File: config.mk
export PLATFORM = sky130hd
export DESIGN_NAME = vga_stream_timing
export DESIGN_NICKNAME = d
export VERILOG_FILES = /design/src/rtl/vga_pkg.sv /design/src/rtl/vga_sync_counter.sv /design/src/rtl/vga_stream_timing.sv
export SDC_FILE = /design/constraint.sdc
export NUM_CORES = 1
export LEC_CHECK = 0
export ABC_AREA = 1
export CAP_MARGIN = 20
export CORE_AREA = 2 2 87 89
export CTS_BUF_LIST = sky130_fd_sc_hd__clkbuf_4 sky130_fd_sc_hd__clkbuf_8 sky130_fd_sc_hd__clkbuf_16
export CTS_CLUSTER_SIZE = 30
export DETAILED_ROUTE_END_ITERATION = 10
export DIE_AREA = 0 0 89 91
export MAX_ROUTING_LAYER = met4
export PLACE_DENSITY_LB_ADDON = 0.3
export SETUP_SLACK_MARGIN = 0.2
export SLEW_MARGIN = 20
export SYNTH_ARGS = -nofsm -noshare
export SYNTH_HDL_FRONTEND = slang
export SYNTH_SLANG_ARGS = --single-unit
File: constraint.sdc
create_clock -name clk -period 2.35 [get_ports clk]
set_clock_uncertainty 0.05 [all_clocks]
set_input_delay 0.47 -clock clk [delete_from_list [all_inputs] [get_ports clk]]
set_output_delay 0.47 -clock clk [all_outputs]
set_load 0.01 [all_outputs]
File: src/rtl/vga_pkg.sv
// Shared definitions for the VGA streaming timing block: state encoding,
// counter width and default 640x480 timing.
package vga_pkg;

   typedef enum logic {
      WAIT_FILL = 1'b0,
      RUN       = 1'b1
   } vga_state_e;

   localparam int CNT_W = 11;

   localparam int DEF_H_ACTIVE = 640;
   localparam int DEF_H_FP     = 16;
   localparam int DEF_H_SYNC   = 96;
   localparam int DEF_H_BP     = 48;
   localparam int DEF_V_ACTIVE = 480;
   localparam int DEF_V_FP     = 10;
   localparam int DEF_V_SYNC   = 2;
   localparam int DEF_V_BP     = 33;

   function automatic int total(input int active, input int fp, input int sync, input int bp);
      return active + fp + sync + bp;
   endfunction

endpackage

File: src/rtl/vga_sync_counter.sv
// Horizontal/vertical raster counters with active-area and sync-window decode.
// Counters are held at zero whenever i_run is low.
module vga_sync_counter
   import vga_pkg::*;
#(
   parameter int H_ACTIVE = DEF_H_ACTIVE,
   parameter int H_FP     = DEF_H_FP,
   parameter int H_SYNC   = DEF_H_SYNC,
   parameter int H_BP     = DEF_H_BP,
   parameter int V_ACTIVE = DEF_V_ACTIVE,
   parameter int V_FP     = DEF_V_FP,
   parameter int V_SYNC   = DEF_V_SYNC,
   parameter int V_BP     = DEF_V_BP
) (
   input  logic             clk,
   input  logic             rst_n,
   input  logic             i_run,
   output logic [CNT_W-1:0] o_h_cnt,
   output logic [CNT_W-1:0] o_v_cnt,
   output logic             o_active,
   output logic             o_hsync,
   output logic             o_vsync
);

   localparam logic [CNT_W-1:0] H_LAST   = CNT_W'(total(H_ACTIVE, H_FP, H_SYNC, H_BP) - 1);
   localparam logic [CNT_W-1:0] V_LAST   = CNT_W'(total(V_ACTIVE, V_FP, V_SYNC, V_BP) - 1);
   localparam logic [CNT_W-1:0] H_VIS    = CNT_W'(H_ACTIVE);
   localparam logic [CNT_W-1:0] V_VIS    = CNT_W'(V_ACTIVE);
   localparam logic [CNT_W-1:0] HS_FIRST = CNT_W'(H_ACTIVE + H_FP);
   localparam logic [CNT_W-1:0] HS_LAST  = CNT_W'(H_ACTIVE + H_FP + H_SYNC - 1);
   localparam logic [CNT_W-1:0] VS_FIRST = CNT_W'(V_ACTIVE + V_FP);
   localparam logic [CNT_W-1:0] VS_LAST  = CNT_W'(V_ACTIVE + V_FP + V_SYNC - 1);

   logic [CNT_W-1:0] r_h_cnt;
   logic [CNT_W-1:0] r_v_cnt;

   // NOTE: state uses non-blocking assignments so every register samples pre-edge values.
   always_ff @(posedge clk or negedge rst_n) begin
      if (!rst_n) begin
         r_h_cnt <= '0;
         r_v_cnt <= '0;
      end else if (!i_run) begin
         r_h_cnt <= '0;
         r_v_cnt <= '0;
      end else if (r_h_cnt == H_LAST) begin
         r_h_cnt <= '0;
         r_v_cnt <= (r_v_cnt == V_LAST) ? '0 : r_v_cnt + 1'b1;
      end else begin
         r_h_cnt <= r_h_cnt + 1'b1;
      end
   end

   assign o_h_cnt  = r_h_cnt;
   assign o_v_cnt  = r_v_cnt;
   assign o_active = (r_h_cnt < H_VIS) && (r_v_cnt < V_VIS);
   assign o_hsync  = (r_h_cnt >= HS_FIRST) && (r_h_cnt <= HS_LAST);
   assign o_vsync  = (r_v_cnt >= VS_FIRST) && (r_v_cnt <= VS_LAST);

endmodule

File: src/rtl/vga_stream_timing.sv
// VGA timing generator pulling pixels from a show-ahead FIFO, with one-stage output
// alignment and sticky underflow. Define VGA_UNDERFLOW_COUNT_EN to add underflow_count.
module vga_stream_timing
   import vga_pkg::*;
#(
   parameter int H_ACTIVE = DEF_H_ACTIVE,
   parameter int H_FP     = DEF_H_FP,
   parameter int H_SYNC   = DEF_H_SYNC,
   parameter int H_BP     = DEF_H_BP,
   parameter int V_ACTIVE = DEF_V_ACTIVE,
   parameter int V_FP     = DEF_V_FP,
   parameter int V_SYNC   = DEF_V_SYNC,
   parameter int V_BP     = DEF_V_BP,
   parameter bit HS_POL   = 1'b0,
   parameter bit VS_POL   = 1'b0,
   parameter int COLOR_W  = 8
) (
   input  logic                 clk,
   input  logic                 rst_n,
   input  logic [3*COLOR_W-1:0] fifo_data,
   input  logic                 fifo_empty,
   input  logic                 fifo_full,
   output logic                 fifo_rd_en,
   output logic [COLOR_W-1:0]   out_red,
   output logic [COLOR_W-1:0]   out_green,
   output logic [COLOR_W-1:0]   out_blue,
   output logic                 hs,
   output logic                 vs,
   output logic                 blank_n,
   output logic [CNT_W-1:0]     out_x,
   output logic [CNT_W-1:0]     out_y,
   output logic                 frame_start,
   output logic                 vblank_start,
   output logic                 underflow,
`ifdef VGA_UNDERFLOW_COUNT_EN
   output logic [15:0]          underflow_count,
`endif
   input  logic                 clr_underflow
);

   localparam logic [CNT_W-1:0] V_VBLANK = CNT_W'(V_ACTIVE);

   vga_state_e       r_state;
   logic [CNT_W-1:0] w_h_cnt;
   logic [CNT_W-1:0] w_v_cnt;
   logic             w_active;
   logic             w_hsync;
   logic             w_vsync;
   logic             w_run;
   logic             w_need_px;
   logic             w_underflow_px;

   vga_sync_counter #(
      .H_ACTIVE (H_ACTIVE), .H_FP (H_FP), .H_SYNC (H_SYNC), .H_BP (H_BP),
      .V_ACTIVE (V_ACTIVE), .V_FP (V_FP), .V_SYNC (V_SYNC), .V_BP (V_BP)
   ) u_sync_counter (
      .clk      (clk),
      .rst_n    (rst_n),
      .i_run    (w_run),
      .o_h_cnt  (w_h_cnt),
      .o_v_cnt  (w_v_cnt),
      .o_active (w_active),
      .o_hsync  (w_hsync),
      .o_vsync  (w_vsync)
   );

   always_ff @(posedge clk or negedge rst_n) begin
      if (!rst_n) begin
         r_state <= WAIT_FILL;
      end else if (r_state == WAIT_FILL && fifo_full) begin
         r_state <= RUN;
      end
   end

   assign w_run          = (r_state == RUN);
   assign w_need_px      = w_run && w_active;
   // NOTE: rd_en is decoded from live fifo_empty; registering it would read a stale empty flag.
   assign fifo_rd_en     = w_need_px && !fifo_empty;
   assign w_underflow_px = w_need_px && fifo_empty;

   always_ff @(posedge clk or negedge rst_n) begin
      if (!rst_n) begin
         out_red      <= '0;
         out_green    <= '0;
         out_blue     <= '0;
         hs           <= ~HS_POL;
         vs           <= ~VS_POL;
         blank_n      <= 1'b0;
         out_x        <= '0;
         out_y        <= '0;
         frame_start  <= 1'b0;
         vblank_start <= 1'b0;
         underflow    <= 1'b0;
      end else begin
         {out_red, out_green, out_blue} <= fifo_rd_en ? fifo_data : '0;
         hs           <= (w_run && w_hsync) ? HS_POL : ~HS_POL;
         vs           <= (w_run && w_vsync) ? VS_POL : ~VS_POL;
         blank_n      <= w_need_px;
         out_x        <= w_need_px ? w_h_cnt : '0;
         out_y        <= w_need_px ? w_v_cnt : '0;
         frame_start  <= w_run && (w_h_cnt == '0) && (w_v_cnt == '0);
         vblank_start <= w_run && (w_h_cnt == '0) && (w_v_cnt == V_VBLANK);
         // A new underflow wins over a simultaneous clear.
         underflow    <= w_underflow_px | (underflow & ~clr_underflow);
      end
   end

`ifdef VGA_UNDERFLOW_COUNT_EN
   logic [15:0] r_underflow_count;

   always_ff @(posedge clk or negedge rst_n) begin
      if (!rst_n) begin
         r_underflow_count <= '0;
      end else if (clr_underflow) begin
         r_underflow_count <= w_underflow_px ? 16'd1 : 16'd0;
      end else if (w_underflow_px && r_underflow_count != 16'hFFFF) begin
         r_underflow_count <= r_underflow_count + 16'd1;
      end
   end

   assign underflow_count = r_underflow_count;
`endif

endmodule

## Word level (Yosys, flattened, before mapping)

Cells that the tools add are included.

| cells by class | value |
|---|---|
| add/sub/neg operators | 2 |
| order comparisons | 6 |
| eq/ne operators | 4 |
| multiplexer cells | 10 |
| bitwise gates (word level) | 4 |
| reductions and logical operators | 15 |

Operator list:

| operator | count |
|---|---|
| $mux W11 | 7 |
| $mux W24 | 1 |
| $add A11 B1 Y11 const B | 2 |
| $eq A11 B10 Y1 const B | 2 |
| $logic_not A11 Y1 | 2 |
| $logic_and A1 B1 Y1 | 12 |
| $eq A11 B9 Y1 const B | 1 |
| $ge A11 B10 Y1 const B | 1 |
| $ge A11 B9 Y1 const B | 1 |
| $le A11 B10 Y1 const B | 1 |
| $le A11 B9 Y1 const B | 1 |
| $lt A11 B10 Y1 const B | 1 |
| $lt A11 B9 Y1 const B | 1 |
| $mux W1 | 2 |
| $ne A2 B1 Y1 const B | 1 |
| $not A1 Y1 | 2 |
| $and A1 B1 Y1 | 1 |
| $logic_not A1 Y1 | 1 |
| $or A1 B1 Y1 | 1 |

| storage, ports and cells | value |
|---|---|
| flip-flop bits (word level) | 75 |
| input port bits | 29 |
| word-level logic and storage cells | 55 |

## Longest topological paths before layout

| logic depth | value |
|---|---|
| depth in word-level cells | 5 |
| gate-level depth with buffers | 9 |
| gate-level depth less buffers | 9 |

## By module

Synthesis repeated with hierarchy kept, for this count alone.

| second synthesis, totals | value |
|---|---|
| cells, all modules | 404 |
| area total of the unflattened synthesis | 3,324.4 sq um |

By module, submodules not included:

| module | instances | cells each | area an instance (sq um) | seq. area each (sq um) |
|---|---|---|---|---|
| vga_stream_timing | 1 | 188 | 1,868.0 | 1,328.8 |
| vga_sync_counter | 1 | 216 | 1,456.4 | 550.5 |

## Least setup slack after synthesis

OpenSTA, ideal clock, no wires.

| timing path | value |
|---|---|
| kind | reg-to-output |
| from | register u_sync_counter.r_v_cnt[5], in the netlist u_sync_counter.o_v_cnt[5] |
| to | output fifo_rd_en |
| arrival time | 1.181 ns |
| slack | 0.649 ns |
| stages on the path, launching flop included | 10 |
| buffers on the path | 2 |
| cell sequence | dfrtp_1 buf_2 nand2_1 nor2_1 inv_1 nand2_1 inv_2 nand2_2 buf_6 inv_2 |

| between the ends | value |
|---|---|
| word-level cells in the longest chain between the ends | 4 |

RTL lines:

| item | line | RTL |
|---|---|---|
| from (decl) | vga_sync_counter.sv:35 | `logic [CNT_W-1:0] r_v_cnt;` |
| from (signal assigned) | vga_sync_counter.sv:47 | `r_v_cnt <= (r_v_cnt == V_LAST) ? '0 : r_v_cnt + 1'b1;` |
| $lt A11 B9 Y1 | vga_sync_counter.sv:55 | `assign o_active = (r_h_cnt < H_VIS) && (r_v_cnt < V_VIS);` |
| $logic_and A1 B1 Y1 | vga_sync_counter.sv:55 |  |
| $logic_and A1 B1 Y1 | vga_stream_timing.sv:76 | `assign w_need_px = w_run && w_active;` |
| net w_need_px | vga_stream_timing.sv:50 | `logic w_need_px;` |
| $logic_and A1 B1 Y1 | vga_stream_timing.sv:78 | `assign fifo_rd_en = w_need_px && !fifo_empty;` |
| to (decl) | vga_stream_timing.sv:23 | `output logic fifo_rd_en,` |

The timed path passes the listed nets, and every way through them passes these cells.

## Worst setup path in the final report

| timing path | value |
|---|---|
| from | register u_sync_counter.r_v_cnt[6], in the netlist u_sync_counter.o_v_cnt[6] |
| to | output fifo_rd_en |

The elaborated chain is that of the path after synthesis.

==> impl_metrics.json <==
{
  "yosysWarningCount": 0,
  "stdcell_count": 556,
  "fp.dieH_um": 91,
  "synth-edff-count": 0,
  "grt_max_degree": 47,
  "maxSlewViolCount": 0,
  "r2r_setup_slack_ns": 0.59,
  "synth_top_cells_by_count": "76 x nor2_1, 73 x dfrtp_1, 64 x nand2_1",
  "cts_root_buf": "clkbuf_8",
  "multi_input_comb_area_um2": 968,
  "hold_slack_ns": 0.0555,
  "cts.clk_slew.worst_paths_ns": 0.08,
  "synthTopCellsByArea": "dfrtp_1 59%, nor2_1 9.2%, nand2_1 7.7%",
  "setup_viol": 0,
  "ant_nets": 0,
  "cp.arrival_ns": 1.47,
  "status": "completed",
  "die_area_um2": 8100,
  "wl_per_cell_um": 12.7,
  "path_cells": "nand2_1 -> nor2_4 -> inv_1 -> nand2_2 -> inv_2 -> nand2_2 -> inv_2 -> clkbuf_2",
  "ff_latch_area_um2": 1880,
  "drv_cap": 0,
  "wirelength_um": 7050,
  "dp_cells": 534,
  "yosys.area.top_type_share_pct": 58.8,
  "netlist-cell-type-count": 24,
  "start_kind": "flop",
  "nets": 486,
  "layout-drive-gt1-share_pct": 10.1,
  "final_cell_area_um2": 4340,
  "io_pins": 82,
  "crit_required_ns": 1.83,
  "clkSinkCount": 75,
  "grt_setup_unrepaired": "false",
  "ys_seq_area_share_pct": 60.5,
  "ir_worst_vdd_mv": 0.333,
  "num_rows": 31,
  "start_util_pct": 43.5,
  "clock_path_buffers": 2,
  "overflow": 0,
  "p_per_area_nw_per_um2": 745,
  "syn2layout_area_growth_pct": 39.7,
  "synth_most_common_cell": "nor2_1",
  "track_usage_pct": 18.9,
  "fill_cells": 630,
  "core-area_um2": 7140,
  "synthFlopType": "dfrtp_1",
  "synthCells": 355,
  "antenna_found_initial": 0,
  "worst_r2r_endpoint": "u_sync_counter.o_v_cnt[10]",
  "synth-async-reset-ratio_pct": 100,
  "grt_pass1_wl_um": 11600,
  "hold_viol_final": 0,
  "maxClockFrequency_ghz": 0.502,
  "antenna-diode-count": 0,
  "htreeDepth": 3,
  "r2r_start": "u_sync_counter.o_v_cnt[1]",
  "fin_crit_sh_pct": 84.7,
  "hold_path_class": "primary input to asynchronous set/reset pin",
  "holdBufCountCts": 0,
  "grt_pass1_vias": 2481,
  "hpwl_um": 4910,
  "synth.avg_cell_area_um2": 8.75,
  "worstSetupPathType": "flop to output pin",
  "slowest_delay_ns": 0.39,
  "p_leak_nw": 2.19,
  "clkLatencyLatePin_ns": 0.35,
  "min_period_ns": 1.99,
  "ys_ff_latch": 75,
  "place_congestion": 0.971,
  "slowest_stage": "dfrtp_1",
  "setup_tns_ns": 0,
  "initialDrtViolationCount": 136,
  "io_buffers": 81,
  "vias": 2619,
  "dieWidth_um": 89,
  "place_area_um2": 4060,
  "synth_top_cell_by_area": "dfrtp_1",
  "via_per_inst": 4.71,
  "end_kind": "output pin",
  "cts_tree": "done",
  "path_max_fanout": 3,
  "worstRegToRegCells": 8,
  "route.detailed.drc": 0,
  "dr.pass1.iters": 5,
  "synth_area_um2": 3110,
  "cts_buffers": 9
}
[layout make-up]
type / instances / share of cell area (%)
clock buffer: 11 / 3.20
clock inverter: 5 / 1.85
inverter: 60 / 5.19
multi-input combinational: 212 / 22.3
sequential: 75 / 43.3
tap: 99 / 2.85
timing repair buffer: 94 / 21.3
[flip-flops by register name, summed over array words and instances, names as in the netlist, 8 cells and up]
| signal | cells |
|---|---|
| out_blue | 8 |
| out_green | 8 |
| out_red | 8 |
| out_x | 11 |
| out_y | 11 |
| u_sync_counter.o_h_cnt | 11 |
| u_sync_counter.o_v_cnt | 11 |
[stage by stage]
step | util, % | worst slack, ns | total power [mW]
after floorplan | - | 0.649 | 1.83
after global placement | 56.9 | 0.230 | 2.15
after global routing | 60.8 | 0.275 | 3.40
final | 60.8 | 0.359 | 3.23
after detailed placement | 56.9 | 0.213 | 2.16
after CTS | 60.5 | 0.205 | 3.26
[how the worst max path moves through the flow]
| stage | slack, ns | to | cells past startpoint | from |
|---|---|---|---|---|
| 2_1_floorplan | 0.65 | fifo_rd_en | 9 | u_sync_counter.o_v_cnt[5] |
| 3_3_place_gp | 0.23 | fifo_rd_en | 5 | fifo_empty |
| 3_5_place_dp | 0.21 | fifo_rd_en | 5 | fifo_empty |
| 4_1_cts | 0.21 | fifo_rd_en | 8 | u_sync_counter.o_v_cnt[8] |
| 5_1_grt | 0.28 | fifo_rd_en | 8 | u_sync_counter.o_v_cnt[8] |
| 6_report | 0.36 | fifo_rd_en | 8 | u_sync_counter.o_v_cnt[6] |
[repair_timing]
item / 4_1_cts / 5_1_grt
gates resized for setup: 2 / 8
setup endpoints to repair: 1 / 1
gates cloned: 0 / 0
pin swaps: 0 / 1
endpoints found under the hold margin: 0 / 0
buffers inserted: 5 / 1
[logic make-up after synthesis]
| family | after synthesis | synth area share [%] |
|---|---|---|
| and+or+nand+nor | 190 | 25.7 |
| other | 1 | 0.121 |
| xor gates and xnor gates | 1 | 0.282 |
| AOI/OAI and AO/OA | 13 | 2.26 |
| buffers and inverters | 70 | 9.18 |
| adders and majority gates | 5 | 2.01 |
| DFF | 75 | 60.5 |
[power by group]
group	internal [mW]	total [mW]	switching [mW]	leakage, nW
clock network	0.620	1.08	0.460	0.106
logic	0.305	0.627	0.322	1.13
registers	1.44	1.52	0.0844	0.958
[routing by layer]
metal	part of all wire, %	GRT usage [%]	up-vias
met3	8.5	4.45	16
li1	-	-	1272
met4	2.5	7.96	0
met2	46	29.0	126
met1	43	24.0	1205
met5	0	-	-
[critical path: cells and delay by family, from the launching register on]
family        cells  cell delay (ns)
simple gates      4             0.46
flops             1             0.39
buf+inv           4             0.27
[layout by cell type, fill, tap and decap left out, types with 9 or more instances in the layout]
| master | count |
|---|---|
| nand3_1 | 29 |
| dfrtp_1 | 73 |
| nand4_1 | 10 |
| buf_4 | 11 |
| inv_1 | 56 |
| clkbuf_8 | 9 |
| clkdlybuf4s50_1 | 79 |
| nor2_1 | 74 |
| nand2_1 | 62 |
No activity file was read; power rests on OpenSTA's default activity.
==> variant: new RTL, config.mk and constraints unchanged <==
`COLOR_W`: 8 -> 6.
--- a/src/rtl/vga_stream_timing.sv
+++ b/src/rtl/vga_stream_timing.sv
@@ -15,3 +15,3 @@
    parameter bit VS_POL   = 1'b0,
-   parameter int COLOR_W  = 8
+   parameter int COLOR_W  = 6
 ) (
Interface: changed (resized fifo_data, out_blue, out_green and out_red); port bits go from 82 to 70. No check against the original RTL was run, so the function may have changed too.
==> variant against the original RTL <==
  * Cell area is 8.6% lower
  * Clock power is 24% lower
  * Maximum frequency is 0.72% lower
  * Sequential cell count is 6 lower
  * Worst setup slack worse by 0.014 ns
  * Count of clock-buffer cells in the layout stayed put
  * Routed wire length is 11% lower
  * Global-route usage is 1.3 points lower
  * Synthesized cell count is 4.5% lower
  * Total power is 12% lower
  * Area after synthesis is 5.6% lower
==> variant: results (changes against the original RTL) <==
- Met3 Use GR: 0.0345 (was 0.0445)
- Starting DRC count in detailed routing: 139 (was 136)
- Clock root cell: clkbuf_8 (unchanged)
- Pre-CTS setup slack: 0.183 ns (was 0.213 ns)
- Clk Latency, worst-skew pair: 0.34 ns
- Crit path DAT: 1.49 ns (was 1.47 ns)
- Post-DP Area: 3760 um^2 (was 4060 um^2)
- Final Net Count: 449 (was 486)
- Placer Congestion: 0.935 (was 0.971)
- Cell total after placement: 506 (was 534)
- Cell Count, Final, Fillers Out: 525 (was 556)
- Post-synthesis sequential area ratio: 0.589 (was 0.605)
- Gr usage total: 0.176 (was 0.189)
- Max Root-Sink Buffers: 2 (unchanged)
- Post-DR wirelength/cell: 12.0 um (was 12.7 um)
- I/O Buffers: 69 (was 81)
- Crit path largest cell delay: 0.41 ns (was 0.39 ns)
- Switching share of power: 0.293 (was 0.268)
- Synth top area cells: dfrtp_1, nor2_1, nand2_1 (unchanged)
- Logic pwr share: 0.215 (was 0.194)
- Syn_area_per_cell: 8.66 um^2 (was 8.75 um^2)
- Top sig layer: met4 (unchanged)
- Yosys cell types: 27 (was 24)
- M1 WL: 2.80 mm (was 3.06 mm)
- GR Util met1: 0.239 (was 0.240)
- WL met3: 429 um (was 598 um)
- First-pass DRT Iterations: 5 (unchanged)
- Vias in the first global route: 2,217 (was 2,481)
- Fraction of layout cells with a size suffix above 1: 0.108 (was 0.101)
- Met2 routed WL: 2.92 mm (was 3.22 mm)
- H-Tree Depth: 3 (unchanged)
- Share of total power in the clock network: 0.286 (was 0.334)
- GR Layer Usage met2: 0.257 (was 0.290)
- Hold/Removal Path Class: primary input to async pin (unchanged)
- HPWL after DPL: 4.42 mm (was 4.91 mm)
- Via-to-Cell Ratio: 4.61 (was 4.71)
- Power Clock: 0.816 mW (was 1.08 mW)
- Initial antenna violation count: 0 (unchanged)
- Crit-path max FO: 4 (was 3)
- Commonest cells post-synth: nor2_1, dfrtp_1, nand2_1, inv_1, nand3_1 (unchanged)
- Async SR Flop Fraction: 1.00 (unchanged)
- VDD IR max: 0.329 mV (was 0.333 mV)
- First-pass GRT wire length: 10.7 mm (was 11.6 mm)
- Leak: 1.99 nW (was 2.19 nW)
- Outcome: finished clean (unchanged)
[variant: cell count changes in the layout (fill, tap and decap cells not counted), sizes merged, moves of 2 or more]
cell / unedited run / this run
nand3: 29 / 27
clkinv: 1 / 4
inv: 60 / 54
nand4: 10 / 13
dfrtp: 73 / 67
bufinv: 2 / 0
clkdlybuf4s50: 79 / 67
nor2: 78 / 76
buf: 14 / 10
[variant: worst max-delay path, delay by kind of cell (launching register included)]
family | cells | cell delay, ns
buf+inv | 4 | 0.34
flops | 1 | 0.41
simple gates | 4 | 0.39
[variant: layout make-up]
| cell class | instances | area (um^2) |
|---|---|---|
| inverter | 54 | 203 |
| sequential | 69 | 1730 |
| fill | 684 | 3170 |
| clock inverter | 5 | 27.5 |
| tap | 99 | 124 |
| clock buffer | 11 | 139 |
| multi-input combinational | 210 | 982 |
| timing repair buffer | 77 | 759 |
[variant: worst paths after layout]
check	start	cells after the start	end	slack [ns]
hold / removal	rst_n	1	out_x[10]	0.06
setup / recovery	u_sync_counter.o_v_cnt[9]	8	fifo_rd_en	0.34
min in group clk	u_sync_counter.o_h_cnt[0]	1	u_sync_counter.o_h_cnt[0]	0.45
setup reg to reg	u_sync_counter.o_h_cnt[0]	7	u_sync_counter.o_v_cnt[2]	0.50
max in group asynchronous	rst_n	2	hs	1.50
hold reg to reg	u_sync_counter.o_h_cnt[0]	1	u_sync_counter.o_h_cnt[0]	0.45
[variant: cells by family after synthesis]
kind of cell	share of synthesized area
buf+inv	0.0832
flops	0.589
simple gates	0.280
fa+ha+maj	0.0213
other cells	0.00128
xor+xnor	0.00299
compound gates	0.0222
[variant: timing repair]
item                                    4_1_cts  5_1_grt
pin swaps                                     0        2
setup buffers                                 0        3
endpoints found under the setup margin        1        1
resized for setup                             4       10
